==> config.mk <==
export PLATFORM = sky130hd
export DESIGN_NAME = uart_rx_fifo
export DESIGN_NICKNAME = d
export VERILOG_FILES = /design/src/rtl/uart_rx_fifo.sv
export SDC_FILE = /design/constraint.sdc
export NUM_CORES = 1
export LEC_CHECK = 0
export CAP_MARGIN = 20
export CORE_ASPECT_RATIO = 0.7
export CORE_MARGIN = 10
export CORE_UTILIZATION = 50
export DETAILED_ROUTE_END_ITERATION = 8
export HOLD_SLACK_MARGIN = 0.1
export PLACE_DENSITY = 0.67
export SLEW_MARGIN = 20
export SYNTH_ARGS = -nofsm -noshare
export SYNTH_HDL_FRONTEND = slang
export SYNTH_SLANG_ARGS = --single-unit
==> constraint.sdc <==
create_clock -name clk -period 4.05 [get_ports clk]
set_input_delay 1.215 -clock clk [delete_from_list [all_inputs] [get_ports clk]]
set_output_delay 1.215 -clock clk [all_outputs]
set_load 0.03 [all_outputs]
==> src/rtl/uart_rx_fifo.sv <==
// rtl/uart_rx_fifo.sv - 16x oversampled UART receiver feeding a first-word-fall-through byte FIFO
// Optional feature: define UART_RX_PARITY_EN for 8E1 frames (default build is 8N1).
module uart_rx_fifo #(
  parameter int CLOCK_RATE = 100_000_000,
  parameter int BAUD_RATE  = 9600,
  parameter int FIFO_DEPTH = 16
) (
  input  logic                        clk,
  input  logic                        reset,
  input  logic                        RsRx,
  input  logic                        rd_en,
  output logic [7:0]                  data_out,
  output logic                        empty,
  output logic                        full,
  output logic [$clog2(FIFO_DEPTH):0] count,
  output logic                        frame_err,
  output logic                        overrun
);

  localparam int DIV  = CLOCK_RATE / (BAUD_RATE * 16);
  localparam int DIVW = (DIV > 1) ? $clog2(DIV) : 1;
  localparam int AW   = $clog2(FIFO_DEPTH);

`ifdef UART_RX_PARITY_EN
  typedef enum logic [2:0] {S_IDLE, S_START, S_DATA, S_PARITY, S_STOP, S_WAIT_HIGH} state_t;
`else
  typedef enum logic [2:0] {S_IDLE, S_START, S_DATA, S_STOP, S_WAIT_HIGH} state_t;
`endif

  logic            r_sync1, r_sync2;
  logic            w_rx;
  logic [DIVW-1:0] r_div;
  logic            w_tick, w_start;
  state_t          r_state, w_state_next;
  logic [3:0]      r_samp, w_samp_next;
  logic [2:0]      r_bit, w_bit_next;
  logic [7:0]      r_shift, w_shift_next;
  logic            r_s7, r_s8, w_s7_next, w_s8_next;
  logic            w_maj, w_mid, w_end, w_par_ok;
  logic            w_commit, w_bad;
  logic            r_wr, r_frame_err, r_overrun;
  logic [7:0]      r_mem [FIFO_DEPTH];
  logic [AW-1:0]   r_wptr, r_rptr;
  logic [AW:0]     r_count;
  logic            w_empty, w_full, w_do_rd, w_do_wr;

`ifdef UART_RX_PARITY_EN
  logic            r_par_err, w_par_err_next;
  assign w_par_ok = !r_par_err;
`else
  assign w_par_ok = 1'b1;
`endif

  assign w_rx   = r_sync2;
  assign w_tick = (r_div == DIVW'(DIV - 1));
  assign w_mid  = w_tick && (r_samp == 4'd9);
  assign w_end  = w_tick && (r_samp == 4'd15);
  // Majority vote; the third sample is the live line at sample count 9.
  assign w_maj  = (r_s7 & r_s8) | (r_s7 & w_rx) | (r_s8 & w_rx);

  // Two-flop synchroniser for the asynchronous serial line (idles high).
  always_ff @(posedge clk or negedge reset) begin
    if (!reset) begin
      r_sync1 <= 1'b1;
      r_sync2 <= 1'b1;
    end else begin
      r_sync1 <= RsRx;
      r_sync2 <= r_sync1;
    end
  end

  // Oversample tick divider, re-phased to the detected start edge.
  always_ff @(posedge clk or negedge reset) begin
    if (!reset)                r_div <= '0;
    else if (w_start || w_tick) r_div <= '0;
    else                       r_div <= r_div + DIVW'(1);
  end

  // Receiver next-state, sampling and frame decision logic.
  always_comb begin
    w_state_next = r_state;
    w_samp_next  = r_samp;
    w_bit_next   = r_bit;
    w_shift_next = r_shift;
    w_s7_next    = r_s7;
    w_s8_next    = r_s8;
    w_commit     = 1'b0;
    w_bad        = 1'b0;
    w_start      = 1'b0;
`ifdef UART_RX_PARITY_EN
    w_par_err_next = r_par_err;
`endif
    if (r_state != S_IDLE && r_state != S_WAIT_HIGH && w_tick) begin
      w_samp_next = r_samp + 4'd1;
      if (r_samp == 4'd7) w_s7_next = w_rx;
      if (r_samp == 4'd8) w_s8_next = w_rx;
    end
    case (r_state)
      S_IDLE: begin
        if (!w_rx) begin
          w_state_next = S_START;
          w_samp_next  = 4'd0;
          w_bit_next   = 3'd0;
          w_start      = 1'b1;
`ifdef UART_RX_PARITY_EN
          w_par_err_next = 1'b0;
`endif
        end
      end
      S_START: begin
        if (w_mid && w_maj) w_state_next = S_IDLE;
        else if (w_end)     w_state_next = S_DATA;
      end
      S_DATA: begin
        if (w_mid) w_shift_next = {w_maj, r_shift[7:1]};
        if (w_end) begin
          if (r_bit == 3'd7) begin
`ifdef UART_RX_PARITY_EN
            w_state_next = S_PARITY;
`else
            w_state_next = S_STOP;
`endif
          end else begin
            w_bit_next = r_bit + 3'd1;
          end
        end
      end
`ifdef UART_RX_PARITY_EN
      S_PARITY: begin
        if (w_mid) w_par_err_next = (w_maj != ^r_shift);
        if (w_end) w_state_next = S_STOP;
      end
`endif
      S_STOP: begin
        if (w_mid) begin
          if (w_maj && w_par_ok) begin
            w_commit     = 1'b1;
            w_state_next = S_IDLE;
          end else begin
            w_bad        = 1'b1;
            w_state_next = w_maj ? S_IDLE : S_WAIT_HIGH;
          end
        end
      end
      S_WAIT_HIGH: begin
        if (w_rx) w_state_next = S_IDLE;
      end
      default: w_state_next = S_IDLE;
    endcase
  end

  // Receiver state register.
  always_ff @(posedge clk or negedge reset) begin
    if (!reset) begin
      r_state <= S_IDLE;
      r_samp  <= 4'd0;
      r_bit   <= 3'd0;
      r_shift <= 8'h00;
      r_s7    <= 1'b1;
      r_s8    <= 1'b1;
`ifdef UART_RX_PARITY_EN
      r_par_err <= 1'b0;
`endif
    end else begin
      r_state <= w_state_next;
      r_samp  <= w_samp_next;
      r_bit   <= w_bit_next;
      r_shift <= w_shift_next;
      r_s7    <= w_s7_next;
      r_s8    <= w_s8_next;
`ifdef UART_RX_PARITY_EN
      r_par_err <= w_par_err_next;
`endif
    end
  end

  assign w_empty = (r_count == '0);
  assign w_full  = (r_count == (AW+1)'(FIFO_DEPTH));
  assign w_do_rd = rd_en && !w_empty;
  // A read on the same edge frees the slot, so a full FIFO still accepts.
  assign w_do_wr = r_wr && (!w_full || w_do_rd);

  // Write strobe and one-cycle status pulses.
  always_ff @(posedge clk or negedge reset) begin
    if (!reset) begin
      r_wr        <= 1'b0;
      r_frame_err <= 1'b0;
      r_overrun   <= 1'b0;
    end else begin
      r_wr        <= w_commit;
      r_frame_err <= w_bad;
      r_overrun   <= r_wr && w_full && !w_do_rd;
    end
  end

  // FIFO pointers and occupancy.
  always_ff @(posedge clk or negedge reset) begin
    if (!reset) begin
      r_wptr  <= '0;
      r_rptr  <= '0;
      r_count <= '0;
    end else begin
      if (w_do_wr) r_wptr <= r_wptr + AW'(1);
      if (w_do_rd) r_rptr <= r_rptr + AW'(1);
      case ({w_do_wr, w_do_rd})
        2'b10:   r_count <= r_count + (AW+1)'(1);
        2'b01:   r_count <= r_count - (AW+1)'(1);
        default: r_count <= r_count;
      endcase
    end
  end

  // FIFO storage; contents are don't-care until written.
  always_ff @(posedge clk) begin
    if (w_do_wr) r_mem[r_wptr] <= r_shift;
  end

  assign data_out  = w_empty ? 8'h00 : r_mem[r_rptr];
  assign empty     = w_empty;
  assign full      = w_full;
  assign count     = r_count;
  assign frame_err = r_frame_err;
  assign overrun   = r_overrun;

endmodule

==> results of run 1 <==
## worst max-delay path: cells and delay by family (launching register included)
kind	cells	cell delay, ns
AO/OA/AOI/OAI	1	0.14
flip-flops	1	0.38
multiplexers	2	0.79
buffers and inverters	2	0.90
## power groups by stage
| stage | sequential [uW] | combinational, uW | clock, uW |
|---|---|---|---|
| floorplan | 2090 | 524 | 0 |
| global placement | 2070 | 800 | 0 |
| detailed placement | 2070 | 805 | 0 |
| CTS | 2030 | 808 | 1700 |
| global route | 2050 | 870 | 1780 |
| finish | 2040 | 801 | 1680 |
## state kept, by name, indices dropped and copies added (netlist names), 3 cells and up
register  flops
r_div        10
count         5
r_shift       8
r_rptr        4
r_wptr        4
r_state       3
r_bit         3
r_samp        4
r_mem       128
## worst paths after layout
check                               to      start  cells after the start  slack (ns)
max in group asynchronous    r_rptr[0]      reset                      1        2.84
min in group asynchronous     r_div[7]      reset                      1        0.78
max reg2reg                   count[2]   count[0]                      9        0.67
min reg2reg                    r_sync2    r_sync1                      0        0.36
max                        data_out[2]  r_rptr[0]                      5        0.16
min                            r_sync2    r_sync1                      0        0.36
## kinds of logic (layout without fill, tap and decap cells)
kind of cell               count (synthesis)  count (layout)
muxes                                     63              63
and+or+nand+nor                          102             102
adders and majority gates                 14              14
AOI/OAI and AO/OA                         38              38
DFF                                      176             176
buffers and inverters                     27              66
xor gates and xnor gates                  20              20
## per-stage QoR
| step | instance area (sq um) | worst slack, ns |
|---|---|---|
| after detailed placement | 7834 | 0.4728 |
| after CTS | 8444 | 0.001972 |
| final | 8466 | 0.1591 |
| after global placement | 7834 | 0.4673 |
| after global routing | 8466 | 0.01642 |
| after floorplan | 7410 | 0.7603 |
## final cells by class
| cell class | count | area [sq um] | share of cell area [%] |
|---|---|---|---|
| sequential | 176 | 5051 | 59.67 |
| multi-input combinational | 237 | 2268 | 26.80 |
| clock buffer | 18 | 429.2 | 5.069 |
| timing repair buffer | 25 | 260.3 | 3.074 |
| tap | 195 | 244.0 | 2.882 |
| clock inverter | 14 | 178.9 | 2.114 |
| inverter | 9 | 33.78 | 0.3991 |
## per-layer routing
metal	vias up	global-route usage, %
li1	1769	-
met1	1950	20.61
met2	92	21.78
met3	13	4.146
met4	0	5.033
met5	-	0
## what timing repair did
action | in CTS | in global routing
hold endpoints to repair | 0 | 0
resized for setup | 1 | 3
gates cloned | 0 | 0
endpoints found under the setup margin | 1 | 8
## synth_stat cells (2+ instances only)
cell type / number
sky130_fd_sc_hd__xnor2_1: 15
sky130_fd_sc_hd__buf_2: 3
sky130_fd_sc_hd__a21oi_1: 5
sky130_fd_sc_hd__nand3b_1: 2
sky130_fd_sc_hd__or4b_2: 2
sky130_fd_sc_hd__nor3_1: 5
sky130_fd_sc_hd__nor2_1: 25
sky130_fd_sc_hd__nor3b_1: 2
sky130_fd_sc_hd__nand2_1: 14
sky130_fd_sc_hd__inv_1: 9
sky130_fd_sc_hd__a22o_1: 2
sky130_fd_sc_hd__nand4b_1: 4
sky130_fd_sc_hd__and2_1: 17
sky130_fd_sc_hd__o31ai_1: 2
sky130_fd_sc_hd__o22ai_1: 9
sky130_fd_sc_hd__nor4_1: 6
sky130_fd_sc_hd__mux4_2: 32
sky130_fd_sc_hd__or4_1: 3
sky130_fd_sc_hd__ha_1: 13
sky130_fd_sc_hd__buf_1: 3
sky130_fd_sc_hd__mux2i_1: 18
sky130_fd_sc_hd__edfxtp_1: 128
sky130_fd_sc_hd__a31oi_1: 2
sky130_fd_sc_hd__o211ai_1: 3
sky130_fd_sc_hd__mux2_2: 5
sky130_fd_sc_hd__or3_1: 2
sky130_fd_sc_hd__o21ai_0: 6
sky130_fd_sc_hd__nand3_1: 10
sky130_fd_sc_hd__xor2_1: 5
sky130_fd_sc_hd__and3b_1: 2
sky130_fd_sc_hd__dfstp_2: 4
sky130_fd_sc_hd__clkbuf_1: 11
sky130_fd_sc_hd__mux2_4: 8
sky130_fd_sc_hd__dfrtp_1: 44
==> parameters.txt, run 1 <==
Parameter                              Value

Timing
  Final TNS setup ... 0 ns
  Slew at the pin with the worst max-slew slack ... 1.024 ns
  Total setup violations reported at the end of the flow ... 0
  Final-report hold violation count ... 0
  Unrepaired setup endpoints after global routing ... no
  Time the final worst path needs with I/O delays and setup ... 3.891 ns
  Period utilisation layout ... 96.07%
  Achievable Freq ... 0.2570 GHz
  Setup skew after layout ... 0.01344 ns
  Worst-case hold slack ... 0.3571 ns
  Final max-slew violation count ... 0
  Max-slew headroom ... 31.08%

Layout
  Most common cell after layout, fill and taps aside ... sky130_fd_sc_hd__edfxtp_1
  Net count of the finished layout ... 483
  Share of final-layout standard cells stronger than drive strength 1 ... 20.04%
  Layout filler cell count ... 1097
  Relative area change from synthesis to final layout ... 14.25%
  Number of antenna diodes ... 0
  Commonest cells after routing, fill and taps aside ... sky130_fd_sc_hd__edfxtp_1, sky130_fd_sc_hd__dfrtp_1, sky130_fd_sc_hd__mux4_2
  Number of standard cells in the final layout excluding fillers ... 674
  Fraction of the core area covered by cells at the end of the flow ... 57.87%

Clocking
  Clk root buf ... sky130_fd_sc_hd__clkbuf_16
  Clock tree buffer depth ... 2
  Number of sinks driven by the clock tree ... 176
  Number of hold buffers added after cts ... 0
  Clock latency at the later pin of the worst-skew pair ... 0.44 ns
  CTS tree ... yes
  Postcts setup bufs ... 0
  H-tree depth ... 4
  TritonCTS Buffers ... 17
  Clock transition time at the flip-flop clock pins of the worst setup and hold paths ... 0.07 ns

Global route
  Antenna violations before repair ... 0
  GRT Residual Overflow ... 0
  Maximum number of pins on one net before global-route repair ... 49
  Global-route wire length before repair ... 22.27 mm
  GRT Resource Usage Total ... 14.72%
  Number of global-route vias before repair ... 3826

Floorplan
  Die outline area ... 20170 sq um
  Effective utilization at floorplan ... 50.65%
  Boundary Pins ... 21
  Horizontal die dimension ... 165.5 um
  Area inside the core boundary ... 14630 sq um
  Std cell rows ... 37
  Vert. Die Dim ... 121.9 um

Place
  Final estimated routing congestion in global placement ... 0.8082
  Total half-perimeter wirelength after legalization and detailed placement ... 8.886 mm
  Placed instance count ... 642
  Number of port buffers ... 20

Synth
  Largest family of logic cells by synthesized area ... multiplexers
  Top cell type by total area after synthesis ... sky130_fd_sc_hd__edfxtp_1
  Fraction of registers with async set/reset ... 27.27%
  Synthesis-stage register bit count ... 176
  Post-Synthesis Mean Instance Area ... 16.84 sq um
  Post-synthesis mux area share ... 14.54%
  Post-synth net total ... 457
  Simple-gate share of the synthesized area ... 7.599%
  EDFF count, synth ... 128
  Sequential share of the synthesized area ... 68.15%
  Area share of the leading cell type in the synthesized netlist ... 51.87%
  Compound-gate portion of the synthesized area ... 3.495%
  Total number of yosys warnings ... 0
  Synthesized instance count ... 440
  Dominant synthesized flop cell ... sky130_fd_sc_hd__edfxtp_1
  Synth Cell Area ... 7410 sq um
  Dominant cells by area after synthesis ... sky130_fd_sc_hd__edfxtp_1, sky130_fd_sc_hd__dfrtp_1, sky130_fd_sc_hd__mux4_2
  Adder-cell share of the synthesized area ... 2.330%
  Area share of xor/xnor cells in the synthesized design ... 2.364%
  Number of distinct library cells after synthesis ... 53

Critical path
  Cells along the critical path ... buf_12 > mux4_2 > mux2i_1 > o22ai_1 > clkdlybuf4s50_1
  Cell with the biggest individual delay on the critical path ... sky130_fd_sc_hd__clkdlybuf4s50_1
  CP max FO ... 35
  Worst path arrival time ... 2.68 ns
  Worst path max stage delay ... 0.63 ns
  Endpoint class of the critical path ... output port
  Worst path required time ... 2.83 ns
  Critical path class ... reg -> out
  Launching element type of the critical path ... flip-flop

Run status
  Status ... complete, no violations

Pwr
  Reported net switching power ... 1228 uW
  Proportion of power drawn by combinational gates ... 17.7%
  Clock group share of total power ... 37.3%
  Fraction of power consumed by sequential logic ... 45.0%
  Worst vdd rail ir drop ... 0.0003031 V
  Total power of the final layout ... 4522 uW
  Internal power ... 3294 uW
  Pleak ... 0.003362 uW
  Switching fraction of total power ... 27.16%
  Power per unit of standard cell area ... 534.1 nW/um^2

Routing
  Drt total wl ... 13.98 mm
  Average wire per cell in the routed design ... 20.74 um
  Drt via density ... 5.674
  DR top layer ... met4
  Met3 wirelength from detailed routing ... 742 um
  Detailed-route via count ... 3824
  Count of antenna-violating nets left after detailed routing ... 0
  Pre-Repair DR Iteration Count ... 4
  Metal1 wirelength ... 6.493 mm
  Count of routing violations after the opening detailed-route iteration ... 351
  Drt drc ... 0
  Met2 routed WL ... 6.614 mm

Job
  Max cap viols ... 0

Hold path
  HP Class ... reg -> reg
No activity file was read; power rests on OpenSTA's default activity.
==> run 2: changes to the inputs <==
Clock period 4.05 ns to 4.1 ns, I/O delays scaled along.
==> parameters.txt, run 2 (synthesized netlist as in run 1, its figures left out) <==
Parameter                              Value

Timing
  Final TNS setup ... 0 ns (unchanged)
  Unrepaired setup endpoints after global routing ... no (unchanged)
  Setup skew after layout ... 0.009560 ns (was 0.01344 ns)
  Achievable Freq ... 0.2548 GHz
  Worst-case hold slack ... 0.3552 ns (was 0.3571 ns)
  Final max-slew violation count ... 0 (unchanged)
  Final-report hold violation count ... 0 (unchanged)
  Max-slew headroom ... 25.39% (was 31.08%)
  Period utilisation layout ... 95.72%
  Worst Slack Setup Final ... 0.1755 ns (was 0.1591 ns)
  Slew at the pin with the worst max-slew slack ... 1.109 ns (was 1.024 ns)
  Time the final worst path needs with I/O delays and setup ... 3.924 ns
  Total setup violations reported at the end of the flow ... 0 (unchanged)

Layout
  Share of final-layout standard cells stronger than drive strength 1 ... 18.58% (was 20.04%)
  Net count of the finished layout ... 483 (unchanged)
  Largest registers in the final layout ... r_mem x128, r_div x10, r_shift x8 (unchanged)
  Fraction of the core area covered by cells at the end of the flow ... 57.40% (was 57.87%)
  Most common cell after layout, fill and taps aside ... sky130_fd_sc_hd__edfxtp_1 (unchanged)
  Largest register FFs ... 128 (unchanged)
  Relative area change from synthesis to final layout ... 13.32% (was 14.25%)
  Number of antenna diodes ... 0 (unchanged)
  Commonest cells after routing, fill and taps aside ... sky130_fd_sc_hd__edfxtp_1, sky130_fd_sc_hd__dfrtp_1, sky130_fd_sc_hd__mux4_2 (unchanged)
  Final design instance area without fill ... 8397 sq um (was 8466 sq um)
  Layout filler cell count ... 1140 (was 1097)
  Largest register by flop count ... r_mem (unchanged)

Routing
  Detailed-route via count ... 3842 (was 3824)
  Drt via density ... 5.700 (was 5.674)
  Drt drc ... 0 (unchanged)
  Drt total wl ... 14.27 mm (was 13.98 mm)
  Count of antenna-violating nets left after detailed routing ... 0 (unchanged)
  Pre-Repair DR Iteration Count ... 5 (was 4)
  Average wire per cell in the routed design ... 21.17 um (was 20.74 um)
  Count of routing violations after the opening detailed-route iteration ... 284 (was 351)

Global route
  Antenna violations before repair ... 0 (unchanged)
  Maximum number of pins on one net before global-route repair ... 49 (unchanged)
  Number of global-route vias before repair ... 3912 (was 3826)
  Global-route wire length before repair ... 22.89 mm (was 22.27 mm)
  GRT Residual Overflow ... 0 (unchanged)
  GRT Resource Usage Total ... 15.15% (was 14.72%)

Critical path
  Endpoint class of the critical path ... output port (unchanged)
  Worst path required time ... 2.87 ns (was 2.83 ns)
  CP max FO ... 8 (was 35)
  Critical path class ... reg -> out (unchanged)
  Register-to-register setup slack ... 0.77 ns (was 0.67 ns)
  Worst path arrival time ... 2.69 ns (was 2.68 ns)
  Launching element type of the critical path ... flip-flop (unchanged)

Clocking
  Clock tree buffer depth ... 2 (unchanged)
  Postcts setup bufs ... 0 (unchanged)
  Clock transition time at the flip-flop clock pins of the worst setup and hold paths ... 0.06 ns (was 0.07 ns)
  H-tree depth ... 4 (unchanged)
  Clk root buf ... sky130_fd_sc_hd__clkbuf_16 (unchanged)
  TritonCTS Buffers ... 17 (unchanged)
  Clock latency at the later pin of the worst-skew pair ... 0.43 ns (was 0.44 ns)
  Number of sinks driven by the clock tree ... 176 (unchanged)
  CTS tree ... yes (unchanged)

Place
  Post-Place Worst Slack ... 0.4531 ns (was 0.4728 ns)
  Final estimated routing congestion in global placement ... 0.7874 (was 0.8082)
  Post-detailed-placement cell area ... 7834 sq um (unchanged)
  Total half-perimeter wirelength after legalization and detailed placement ... 8.990 mm (was 8.886 mm)
  Number of port buffers ... 20 (unchanged)

Floorplan
  Std cell rows ... 37 (unchanged)
  Die outline area ... 20170 sq um (unchanged)
  Boundary Pins ... 21 (unchanged)
  Effective utilization at floorplan ... 50.65% (unchanged)
  Vert. Die Dim ... 121.9 um (unchanged)
  Horizontal die dimension ... 165.5 um (unchanged)
  Area inside the core boundary ... 14630 sq um (unchanged)

Run status
  Status ... complete, no violations (unchanged)

Job
  Max cap viols ... 0 (unchanged)

Pwr
  Worst vdd rail ir drop ... 0.0003681 V (was 0.0003031 V)
  Pleak ... 0.003322 uW (was 0.003362 uW)
  Power per unit of standard cell area ... 513.9 nW/um^2 (was 534.1 nW/um^2)

Hold path
  HP Class ... reg -> reg (unchanged)
-- run 2: cell types whose count changed in the layout (fill, tap and decap cells not counted) --
cell                        delta
sky130_fd_sc_hd__clkinv_2      -1
sky130_fd_sc_hd__bufinv_16     -2
sky130_fd_sc_hd__nand2_4       -1
sky130_fd_sc_hd__clkbuf_8      +3
sky130_fd_sc_hd__nand2b_2      +1
sky130_fd_sc_hd__clkbuf_1      +6
sky130_fd_sc_hd__clkinv_4      -2
sky130_fd_sc_hd__inv_6         -5
sky130_fd_sc_hd__nand2_2       +1
sky130_fd_sc_hd__nand2b_4      -1
sky130_fd_sc_hd__clkinv_1      +1
-- run 2: final cells by class --
cell class	instances	area [sq um]	share of cell area (%)
flip-flops and latches	176	5051	60.15
inverters	9	33.78	0.4023
clock buffers	27	493.0	5.871
repair buffers	25	260.3	3.099
clock inverters	5	56.30	0.6705
well taps	195	244.0	2.906
multi-input cells	237	2258	26.90
-- run 2: final timing paths --
| path | start | end | cells after the start |
|---|---|---|---|
| min reg2reg | r_sync1 | r_sync2 | 0 |
| max reg2reg | count[0] | count[2] | 9 |
| min in group asynchronous | reset | r_div[7] | 1 |
| max | count[0] | data_out[1] | 6 |
| min | r_sync1 | r_sync2 | 0 |
| max in group asynchronous | reset | r_rptr[0] | 1 |
-- run 2: critical path, cell delays in order, from the launching register on --
cell,delay (ns)
sky130_fd_sc_hd__dfrtp_1,0.48
sky130_fd_sc_hd__nor4_2,0.33
sky130_fd_sc_hd__buf_4,0.18
sky130_fd_sc_hd__nand2_1,0.17
sky130_fd_sc_hd__nand2_2,0.30
sky130_fd_sc_hd__o22ai_1,0.17
sky130_fd_sc_hd__clkdlybuf4s50_1,0.63
-- run 2: what timing repair did --
item | in CTS | in global routing
setup endpoints to repair | 4 | 6
hold buffers | 0 | 0
endpoints found under the hold margin | 0 | 0
gates cloned | 0 | 0
gates resized for setup | 2 | 1
-- run 2: report_power, final --
group	internal [uW]	switching, uW	leakage (uW)
registers	1940	73.8	0.00210
clock network	883	629	0.000255
logic	340	449	0.000967
-- run 2: per-stage QoR --
| step | cells | power [uW] |
|---|---|---|
| floorplan | 440 | 2586 |
| global placement | 642 | 2829 |
| detailed placement | 642 | 2836 |
| CTS | 674 | 4349 |
| global route | 674 | 4478 |
| finish | 674 | 4315 |
-- run 2: per-layer routing --
metal	global-route usage, %	part of all wire (%)	vias up
met5	0	0	-
met2	22.23	46	82
li1	-	-	1762
met1	21.84	48	1980
met3	3.168	4.6	18
met4	5.744	1.6	0
